## config.mk

```make
export PLATFORM = sky130hd
export DESIGN_NAME = seg7_decoder_rx_flat
export DESIGN_NICKNAME = d
export VERILOG_FILES = /design/src/rtl/seg7_decoder_rx_if.sv /design/src/rtl/seg7_decoder_rx.sv /design/src/flat_wrapper.sv
export SDC_FILE = /design/constraint.sdc
export NUM_CORES = 1
export LEC_CHECK = 0
export ABC_CLOCK_PERIOD_IN_PS = 3800
export CAP_MARGIN = 20
export CORE_MARGIN = 4
export CORE_UTILIZATION = 55
export CTS_BUF_LIST = sky130_fd_sc_hd__clkbuf_2
export CTS_CLUSTER_DIAMETER = 120
export CTS_CLUSTER_SIZE = 25
export DETAILED_ROUTE_END_ITERATION = 6
export PLACE_DENSITY = 0.87
export SLEW_MARGIN = 20
export SYNTH_ARGS = -nofsm -noshare
export SYNTH_HDL_FRONTEND = slang
export SYNTH_SLANG_ARGS = --single-unit
```

## constraint.sdc

```tcl
create_clock -name clk -period 3.8 [get_ports clk]
set_clock_uncertainty 0.05 [all_clocks]
set_input_delay 0.76 -clock clk [delete_from_list [all_inputs] [get_ports clk]]
set_output_delay 0.76 -clock clk [all_outputs]
set_load 0.05 [all_outputs]
```

## src/rtl/seg7_decoder_rx_if.sv

```systemverilog
// -----------------------------------------------------------------------------
// seg7_decoder_rx_if
// Bundles the functional signals of the seven-segment receiver so the
// producer side (master) and the decoder (slave) share one port.
//
//   en          master -> slave  commit enable
//   seg_in      master -> slave  raw 7-segment bus, bit6 = a ... bit0 = g
//   value       slave  -> master last committed hex digit
//   valid       slave  -> master last committed pattern was legal
//   err         slave  -> master last committed pattern was illegal
//   up_pulse    slave  -> master one-cycle pulse, committed value = old+1
//   dn_pulse    slave  -> master one-cycle pulse, committed value = old-1
//   jump_pulse  slave  -> master one-cycle pulse, any other legal change
//   step_cnt    slave  -> master count of value-changing legal commits
//
// Clock and reset are deliberately kept out of the interface; they stay
// plain scalar ports on the decoder.
// -----------------------------------------------------------------------------
interface seg7_decoder_rx_if;
  logic       en;
  logic [6:0] seg_in;
  logic [3:0] value;
  logic       valid;
  logic       err;
  logic       up_pulse;
  logic       dn_pulse;
  logic       jump_pulse;
  logic [7:0] step_cnt;

  modport master (
    output en,
    output seg_in,
    input  value,
    input  valid,
    input  err,
    input  up_pulse,
    input  dn_pulse,
    input  jump_pulse,
    input  step_cnt
  );

  modport slave (
    input  en,
    input  seg_in,
    output value,
    output valid,
    output err,
    output up_pulse,
    output dn_pulse,
    output jump_pulse,
    output step_cnt
  );
endinterface

```

## src/rtl/seg7_decoder_rx.sv

```systemverilog
// -----------------------------------------------------------------------------
// seg7_decoder_rx
// Receives an asynchronous active-high 7-segment bus, synchronizes it,
// waits for the pattern to be stable for STABLE_CYCLES cycles and then
// commits it once: legal patterns update the displayed hex digit and
// report the direction of the change, illegal patterns flag an error.
//
// Ports
//   clk    rising-edge clock, single domain
//   rst_n  asynchronous active-low reset (release sampled on clk)
//   bus    seg7_decoder_rx_if.slave
//            inputs : en, seg_in
//            outputs: value, valid, err, up_pulse, dn_pulse, jump_pulse,
//                     step_cnt (all driven straight from flops)
//
// Pipeline (change sampled into s1 at edge k):
//   k+1 s2 holds new pattern, k+2 s3 catches up and cnt is cleared,
//   cnt reaches STABLE_CYCLES at k+2+STABLE_CYCLES together with
//   commit_q, outputs update one edge later at k+3+STABLE_CYCLES.
// -----------------------------------------------------------------------------
module seg7_decoder_rx #(
  parameter int unsigned STABLE_CYCLES = 3  // legal range 1..15
) (
  input  logic             clk,
  input  logic             rst_n,
  seg7_decoder_rx_if.slave bus
);

  localparam logic [3:0] STABLE_MAX = 4'(STABLE_CYCLES);
  localparam logic [3:0] STABLE_PRE = 4'(STABLE_CYCLES - 1);

  typedef enum logic [1:0] {
    ST_EMPTY = 2'd0,  // nothing committed since reset
    ST_TRACK = 2'd1,  // last commit was a legal digit
    ST_FAULT = 2'd2   // last commit was an illegal pattern
  } state_e;

  // Returns {legal, digit}. Unknown patterns decode to {0, 0}.
  function automatic logic [4:0] seg_decode(input logic [6:0] seg);
    logic [4:0] res;
    case (seg)
      7'b1111110: res = {1'b1, 4'h0};
      7'b0110000: res = {1'b1, 4'h1};
      7'b1101101: res = {1'b1, 4'h2};
      7'b1111001: res = {1'b1, 4'h3};
      7'b0110011: res = {1'b1, 4'h4};
      7'b1011011: res = {1'b1, 4'h5};
      7'b1011111: res = {1'b1, 4'h6};
      7'b1110000: res = {1'b1, 4'h7};
      7'b1111111: res = {1'b1, 4'h8};
      7'b1111011: res = {1'b1, 4'h9};
      7'b1111101: res = {1'b1, 4'hA};
      7'b0011111: res = {1'b1, 4'hB};
      7'b1001110: res = {1'b1, 4'hC};
      7'b0111101: res = {1'b1, 4'hD};
      7'b1001111: res = {1'b1, 4'hE};
      7'b1000111: res = {1'b1, 4'hF};
      default:    res = {1'b0, 4'h0};
    endcase
    return res;
  endfunction

  // Front end: synchronizer, history and stability tracking
  logic [6:0] s1_q, s1_d;
  logic [6:0] s2_q, s2_d;
  logic [6:0] s3_q, s3_d;
  logic [3:0] cnt_q, cnt_d;
  logic       commit_q, commit_d;
  logic [6:0] pat_q, pat_d;

  // Back end: FSM and registered outputs
  state_e     state_q, state_d;
  logic [3:0] value_q, value_d;
  logic       valid_q, valid_d;
  logic       err_q, err_d;
  logic       up_q, up_d;
  logic       dn_q, dn_d;
  logic       jump_q, jump_d;
  logic [7:0] step_q, step_d;

  logic [4:0] dec_s;
  logic       legal_s;
  logic [3:0] digit_s;

  // Synchronizer shift, stability counter and commit detection
  always_comb begin
    s1_d = bus.seg_in;
    s2_d = s1_q;
    s3_d = s2_q;

    if (s2_q != s3_q) begin
      cnt_d = 4'd0;
    end else if (cnt_q < STABLE_MAX) begin
      cnt_d = cnt_q + 4'd1;
    end else begin
      cnt_d = cnt_q;
    end

    // Only the single STABLE_PRE -> STABLE_MAX step can commit; once the
    // counter saturates a stable period can never commit again, so a
    // period that passed this point with en low is lost for good.
    if (bus.en && (s2_q == s3_q) && (cnt_q == STABLE_PRE)) begin
      commit_d = 1'b1;
    end else begin
      commit_d = 1'b0;
    end

    // Captured alongside commit_q so the decode sees the committed pattern.
    pat_d = s2_q;
  end

  // Front-end registers
  always_ff @(posedge clk or negedge rst_n) begin
    if (!rst_n) begin
      s1_q     <= 7'b0000000;
      s2_q     <= 7'b0000000;
      s3_q     <= 7'b0000000;
      cnt_q    <= 4'd0;
      commit_q <= 1'b0;
      pat_q    <= 7'b0000000;
    end else begin
      s1_q     <= s1_d;
      s2_q     <= s2_d;
      s3_q     <= s3_d;
      cnt_q    <= cnt_d;
      commit_q <= commit_d;
      pat_q    <= pat_d;
    end
  end

  assign dec_s   = seg_decode(pat_q);
  assign legal_s = dec_s[4];
  assign digit_s = dec_s[3:0];

  // FSM state register
  always_ff @(posedge clk or negedge rst_n) begin
    if (!rst_n) begin
      state_q <= ST_EMPTY;
    end else begin
      state_q <= state_d;
    end
  end

  // FSM next-state: every commit moves to TRACK or FAULT by legality
  always_comb begin
    state_d = state_q;
    if (commit_q) begin
      if (legal_s) begin
        state_d = ST_TRACK;
      end else begin
        state_d = ST_FAULT;
      end
    end else begin
      state_d = state_q;
    end
  end

  // FSM outputs: value/flag update, direction classification, step count
  always_comb begin
    value_d = value_q;
    valid_d = valid_q;
    err_d   = err_q;
    up_d    = 1'b0;
    dn_d    = 1'b0;
    jump_d  = 1'b0;

    if (commit_q) begin
      if (legal_s) begin
        value_d = digit_s;
        valid_d = 1'b1;
        err_d   = 1'b0;
        case (state_q)
          ST_TRACK: begin
            // 4-bit arithmetic gives the F->0 and 0->F wrap for free.
            if (digit_s == (value_q + 4'd1)) begin
              up_d = 1'b1;
            end else if (digit_s == (value_q - 4'd1)) begin
              dn_d = 1'b1;
            end else if (digit_s != value_q) begin
              jump_d = 1'b1;
            end else begin
              jump_d = 1'b0;
            end
          end
          ST_EMPTY: begin
            up_d = 1'b0;
          end
          ST_FAULT: begin
            up_d = 1'b0;
          end
          default: begin
            up_d = 1'b0;
          end
        endcase
      end else begin
        // Illegal commit keeps the last good digit on display.
        value_d = value_q;
        valid_d = 1'b0;
        err_d   = 1'b1;
      end
    end else begin
      value_d = value_q;
    end

    if (up_d || dn_d || jump_d) begin
      step_d = step_q + 8'd1;
    end else begin
      step_d = step_q;
    end
  end

  // Output registers
  always_ff @(posedge clk or negedge rst_n) begin
    if (!rst_n) begin
      value_q <= 4'h0;
      valid_q <= 1'b0;
      err_q   <= 1'b0;
      up_q    <= 1'b0;
      dn_q    <= 1'b0;
      jump_q  <= 1'b0;
      step_q  <= 8'd0;
    end else begin
      value_q <= value_d;
      valid_q <= valid_d;
      err_q   <= err_d;
      up_q    <= up_d;
      dn_q    <= dn_d;
      jump_q  <= jump_d;
      step_q  <= step_d;
    end
  end

  assign bus.value      = value_q;
  assign bus.valid      = valid_q;
  assign bus.err        = err_q;
  assign bus.up_pulse   = up_q;
  assign bus.dn_pulse   = dn_q;
  assign bus.jump_pulse = jump_q;
  assign bus.step_cnt   = step_q;

endmodule

```

## src/flat_wrapper.sv

```systemverilog
// flat-port wrapper written by rule: the top's interface ports become plain ports
module seg7_decoder_rx_flat 
#(
  parameter int unsigned STABLE_CYCLES = 3                      
)
  (clk, rst_n, bus_en, bus_seg_in, bus_value, bus_valid, bus_err, bus_up_pulse, bus_dn_pulse, bus_jump_pulse, bus_step_cnt);
  seg7_decoder_rx_if bus_i ();
  input  logic clk;
  input  logic rst_n;
  input wire logic [$bits(bus_i.en)-1:0] bus_en;
  input wire logic [$bits(bus_i.seg_in)-1:0] bus_seg_in;
  output wire logic [$bits(bus_i.value)-1:0] bus_value;
  output wire logic [$bits(bus_i.valid)-1:0] bus_valid;
  output wire logic [$bits(bus_i.err)-1:0] bus_err;
  output wire logic [$bits(bus_i.up_pulse)-1:0] bus_up_pulse;
  output wire logic [$bits(bus_i.dn_pulse)-1:0] bus_dn_pulse;
  output wire logic [$bits(bus_i.jump_pulse)-1:0] bus_jump_pulse;
  output wire logic [$bits(bus_i.step_cnt)-1:0] bus_step_cnt;
  assign bus_i.en = bus_en;
  assign bus_i.seg_in = bus_seg_in;
  assign bus_value = bus_i.value;
  assign bus_valid = bus_i.valid;
  assign bus_err = bus_i.err;
  assign bus_up_pulse = bus_i.up_pulse;
  assign bus_dn_pulse = bus_i.dn_pulse;
  assign bus_jump_pulse = bus_i.jump_pulse;
  assign bus_step_cnt = bus_i.step_cnt;
  seg7_decoder_rx #(.STABLE_CYCLES(STABLE_CYCLES)) u_core (.clk(clk), .rst_n(rst_n), .bus(bus_i));
endmodule
```

Yosys cells after proc, flatten, opt, wreduce, memory -nomap -nowiden
Cells that the tools add are included.
{"block": "op_classes", "add_sub_neg": 4, "order_cmp": 1, "eq_ne": 23, "n_mux": 22, "reduce_logical": 6}
{"op": "7-bit == test (second input constant)", "n": 12}
{"op": "5-bit one-hot mux with 16 select lines", "n": 1}
{"op": "7-bit by 6-bit == test with 1-bit output (second input constant)", "n": 3}
{"op": "1-bit 2-to-1 mux", "n": 18}
{"op": "4-bit by 1-bit adder with 4-bit output (second input constant)", "n": 2}
{"op": "8-bit by 1-bit adder with 8-bit output (second input constant)", "n": 1}
{"op": "4-bit == test", "n": 2}
{"op": "4-bit 2-to-1 mux", "n": 2}
{"op": "7-bit by 5-bit == test with 1-bit output (second input constant)", "n": 1}
{"op": "7-bit == test", "n": 1}
{"op": "7-bit inequality test", "n": 1}
{"op": "4-bit by 2-bit == test with 1-bit output (second input constant)", "n": 1}
{"op": "4-bit by 2-bit less-than comparator with 1-bit output (second input constant)", "n": 1}
{"op": "4-bit inequality test", "n": 1}
{"op": "4-bit by 1-bit subtractor with 4-bit output (second input constant)", "n": 1}
{"op": "2-bit by 1-bit == test with 1-bit output (second input constant)", "n": 1}
{"op": "1-bit logical AND", "n": 2}
{"op": "1-bit logical OR", "n": 2}
{"op": "2-bit 2-to-1 mux", "n": 1}
{"op": "2-bit AND reduction", "n": 1}
{"op": "2-bit nonzero test", "n": 1}
{"block": "word_totals", "register_bits": 45, "input_bits": 10, "out_inout_bits": 17, "elab_cells": 69}

Logic depth before layout (Yosys ltp)
{"block": "depth", "word_depth": 10, "depth_mapped": 8, "depth_no_buf": 7}

Least setup slack after synthesis
Ideal clock, no wire load.
{"block": "synth_path", "kind": "register to register", "startpoint": "register u_core.s3_q[0] (netlist name)", "endpoint": "register u_core.step_q[1] (netlist: u_core.bus.step_cnt[1])", "setup_time_ns": 0.125, "arrival_ns": 2.473, "required_time_ns": 3.625, "setup_slack_ns": 1.152, "stages_incl_launch_ff": 8, "n_path_buf": 0, "synth_period_minus_slack_ns": 2.648, "path_cell_list": "dfrtp_1 > and3b_1 > and4b_1 > or4_4 > or3_4 > a211oi_4 > a21oi_2 > mux2_4"}
{"item": "end signal: assignment", "line": "seg7_decoder_rx.sv:229", "text": "step_q <= step_d;"}
{"item": "end: declaration", "line": "seg7_decoder_rx.sv:79", "text": "logic [7:0] step_q, step_d;"}

==> results.cfg <==
[run_status]
outcome = completed

[route]
first_pass_iters = 4
drc = 0
drt-initial-drc-count = 56
final_antenna_net_count = 0
num_vias = 1468
routedWlPerCell_um = 13.6
routed_wl_um = 3570
vias_per_cell = 5.60

[cts]
clk_root_buffer_cell = clkbuf_2
cts.sinks = 43
cts_buffer_depth = 2
cts_tree = built
ctsResizeCount = 0
clk_latency_ns = 0.38
postCtsHoldBufs = 0
h-tree-depth = 2
cts_setup_buffers = 0
cts.clk_slew.worst_paths_ns = 0.21
cts_buffers = 5

[timing]
rsz0062_at_grt = false
min_period_over_period = 0.786
worst_pin_slew_ns = 0.876
slew_headroom = 0.416
drv_slew = 0
tns_ns = 0
min_period_ns = 2.99
finalSetupViolCount = 0
final_hold_viol_count = 0
fmax_mhz = 335

[pwr]
power_density_nw_per_um2 = 299
peakVddDrop_v = 0.000286
p_leak_nw = 1.04
p_total_mw = 0.726

[layout]
antenna_cells = 0
area_growth_pct = 14.9
final_cell_mix = dfrtp_1 (43), clkdlybuf4s50_1 (25), xor2_1 (13)
drive_above_1_share = 0.107
layout_commonest_cell = dfrtp_1
nets = 228

[global_routing]
met2_usage = 0.279
antenna_found_initial = 0
grt_pass1_vias = 1408
use_met3 = 0.0532
track_usage = 0.161
grt.overflow.total = 0
grt_max_degree = 44
grt_pass1_wl_um = 6310
use_met1 = 0.195
top_usage_layer = met2

[setup_path]
critical_path_arrival_ns = 3.24
r2r_slack_ns = 0.81
cp-start-kind = register
slowest_stage = dfrtp_1
r2r-start = u_core.s3_q[5]$_DFF_PN0_
crit_required_ns = 4.05
startpoint = u_core.s3_q[5]$_DFF_PN0_
path_class = register to register
worstSetupEndpointType = register
cpPeakStageDelay_ns = 0.61
cp_max_fo = 12
crit_chain = and3b_1 > and4b_1 > or4_4 > or3_4 > a211oi_4 > a21oi_2 > mux2_4

[floorplan]
die-area_um2 = 4890
coreArea_um2 = 3690
die_x_um = 70.0
die-height_um = 70.0
initial_core_util = 0.572
ios = 27
rows = 22

[yosys]
syn_nets = 202
syn_area_um2 = 2110
ys_types = 51
ys_seq_area_frac = 0.510
ys_ff_latch = 43
synth_area_leaders = dfrtp_1 (51%), xor2_1 (5.4%), ha_1 (3.0%)
synth_cells = 187
synth_top_area_frac = 0.510
syn_avg_cell_area_um2 = 11.3
yosys_warnings = 0
synth_top_cell_by_area = dfrtp_1

[placed_design]
gp_congestion = 0.927
place_hpwl_um = 2650
port_buffers = 26

[hold_path]
hold_start = u_core.s1_q[1]$_DFF_PN0_
hold_class = register to register

[run]
cap_violations = 0
## flip-flops by register name, summed over array words and instances, names as in the netlist
signal	count
u_core.s1_q	7
u_core.state_q	1
u_core.bus.value	4
u_core.s3_q	7
u_core.commit_q	1
u_core.pat_d	7
u_core.bus.err	1
u_core.bus.jump_pulse	1
u_core.bus.up_pulse	1
u_core.bus.dn_pulse	1
u_core.cnt_q	4
u_core.bus.step_cnt	8
## critical path: cells and delay by family, from the launching register on
family,cells,cell delay (ns)
muxes,1,0.31
and+or+nand+nor,4,1.40
AOI/OAI and AO/OA,2,0.54
DFF,1,0.61
## cell type report
| cell class | instances | area (um^2) |
|---|---|---|
| clock buffer | 6 | 30.0 |
| tap | 48 | 60.1 |
| multi-input combinational | 129 | 962 |
| sequential | 43 | 1080 |
| fill | 303 | 1260 |
| inverter | 8 | 30.0 |
| clock inverter | 2 | 12.5 |
| timing repair buffer | 26 | 255 |
## through the flow
step | cells | hold WS (ns) | area, um^2 | utilization | setup slack (ns)
final | 262 | 0.317 | 2430 | 0.658 | 0.814
after global routing | 262 | 0.337 | 2430 | 0.658 | 0.670
after CTS | 262 | 0.331 | 2430 | 0.658 | 0.807
after detailed placement | 254 | 0.286 | 2380 | 0.646 | 0.846
after global placement | 254 | 0.282 | 2380 | 0.646 | 0.895
after floorplan | 187 | 0.281 | 2110 | - | 1.15
## cells by family (layout without fill, tap and decap cells)
family,count (synthesis),after routing,synth area share
simple gates,75,75,0.214
flops,43,43,0.510
compound gates,25,25,0.0842
xor+xnor,23,23,0.121
buf+inv,15,42,0.0344
fa+ha+maj,5,5,0.0296
mux,1,1,0.00711
## final timing paths
path                                                      end  depth (start not counted)
min                                 u_core.pat_d[1]$_DFF_PN0_                          0
max                        u_core.bus.step_cnt[1]$_DFFE_PN0P_                          7
min reg2reg                         u_core.pat_d[1]$_DFF_PN0_                          0
max reg2reg                u_core.bus.step_cnt[1]$_DFFE_PN0P_                          7
min in group asynchronous     u_core.bus.value[0]$_DFFE_PN0P_                          1
max in group asynchronous            u_core.s3_q[1]$_DFF_PN0_                          1
## per-layer routing
layer	wire length (um)	vias up
li1	-	719
met1	1540	715
met2	1840	30
met3	158	4
met4	26	0
met5	0	-
## Yosys cell counts, drive strengths merged
cell     number
nor3          8
and2          1
nand2        12
xor2         13
clkbuf        1
nor4bb        1
o21a          1
inv           8
nand4b        5
or4bb         1
xnor2         8
and3          2
o21ai         8
dfrtp        43
and4b         1
o32ai         1
nand2b        3
a21oi         7
a211oi        5
buf           6
nor4          3
or4           2
ha            5
xnor3         2
nand3         8
and3b         1
mux2          1
or2b          1
or4b          2
nand4         4
nand3b        1
nor2         13
nor4b         1
or3           3
a2111oi       3
or2           2
## power by group
group / total [mW] / switching [mW] / internal, mW
registers: 0.486 / 0.0164 / 0.469
clock network: 0.188 / 0.141 / 0.0470
logic: 0.0518 / 0.0260 / 0.0258
total: 0.726 / 0.184 / 0.542
No activity file was read; power rests on OpenSTA's default activity.
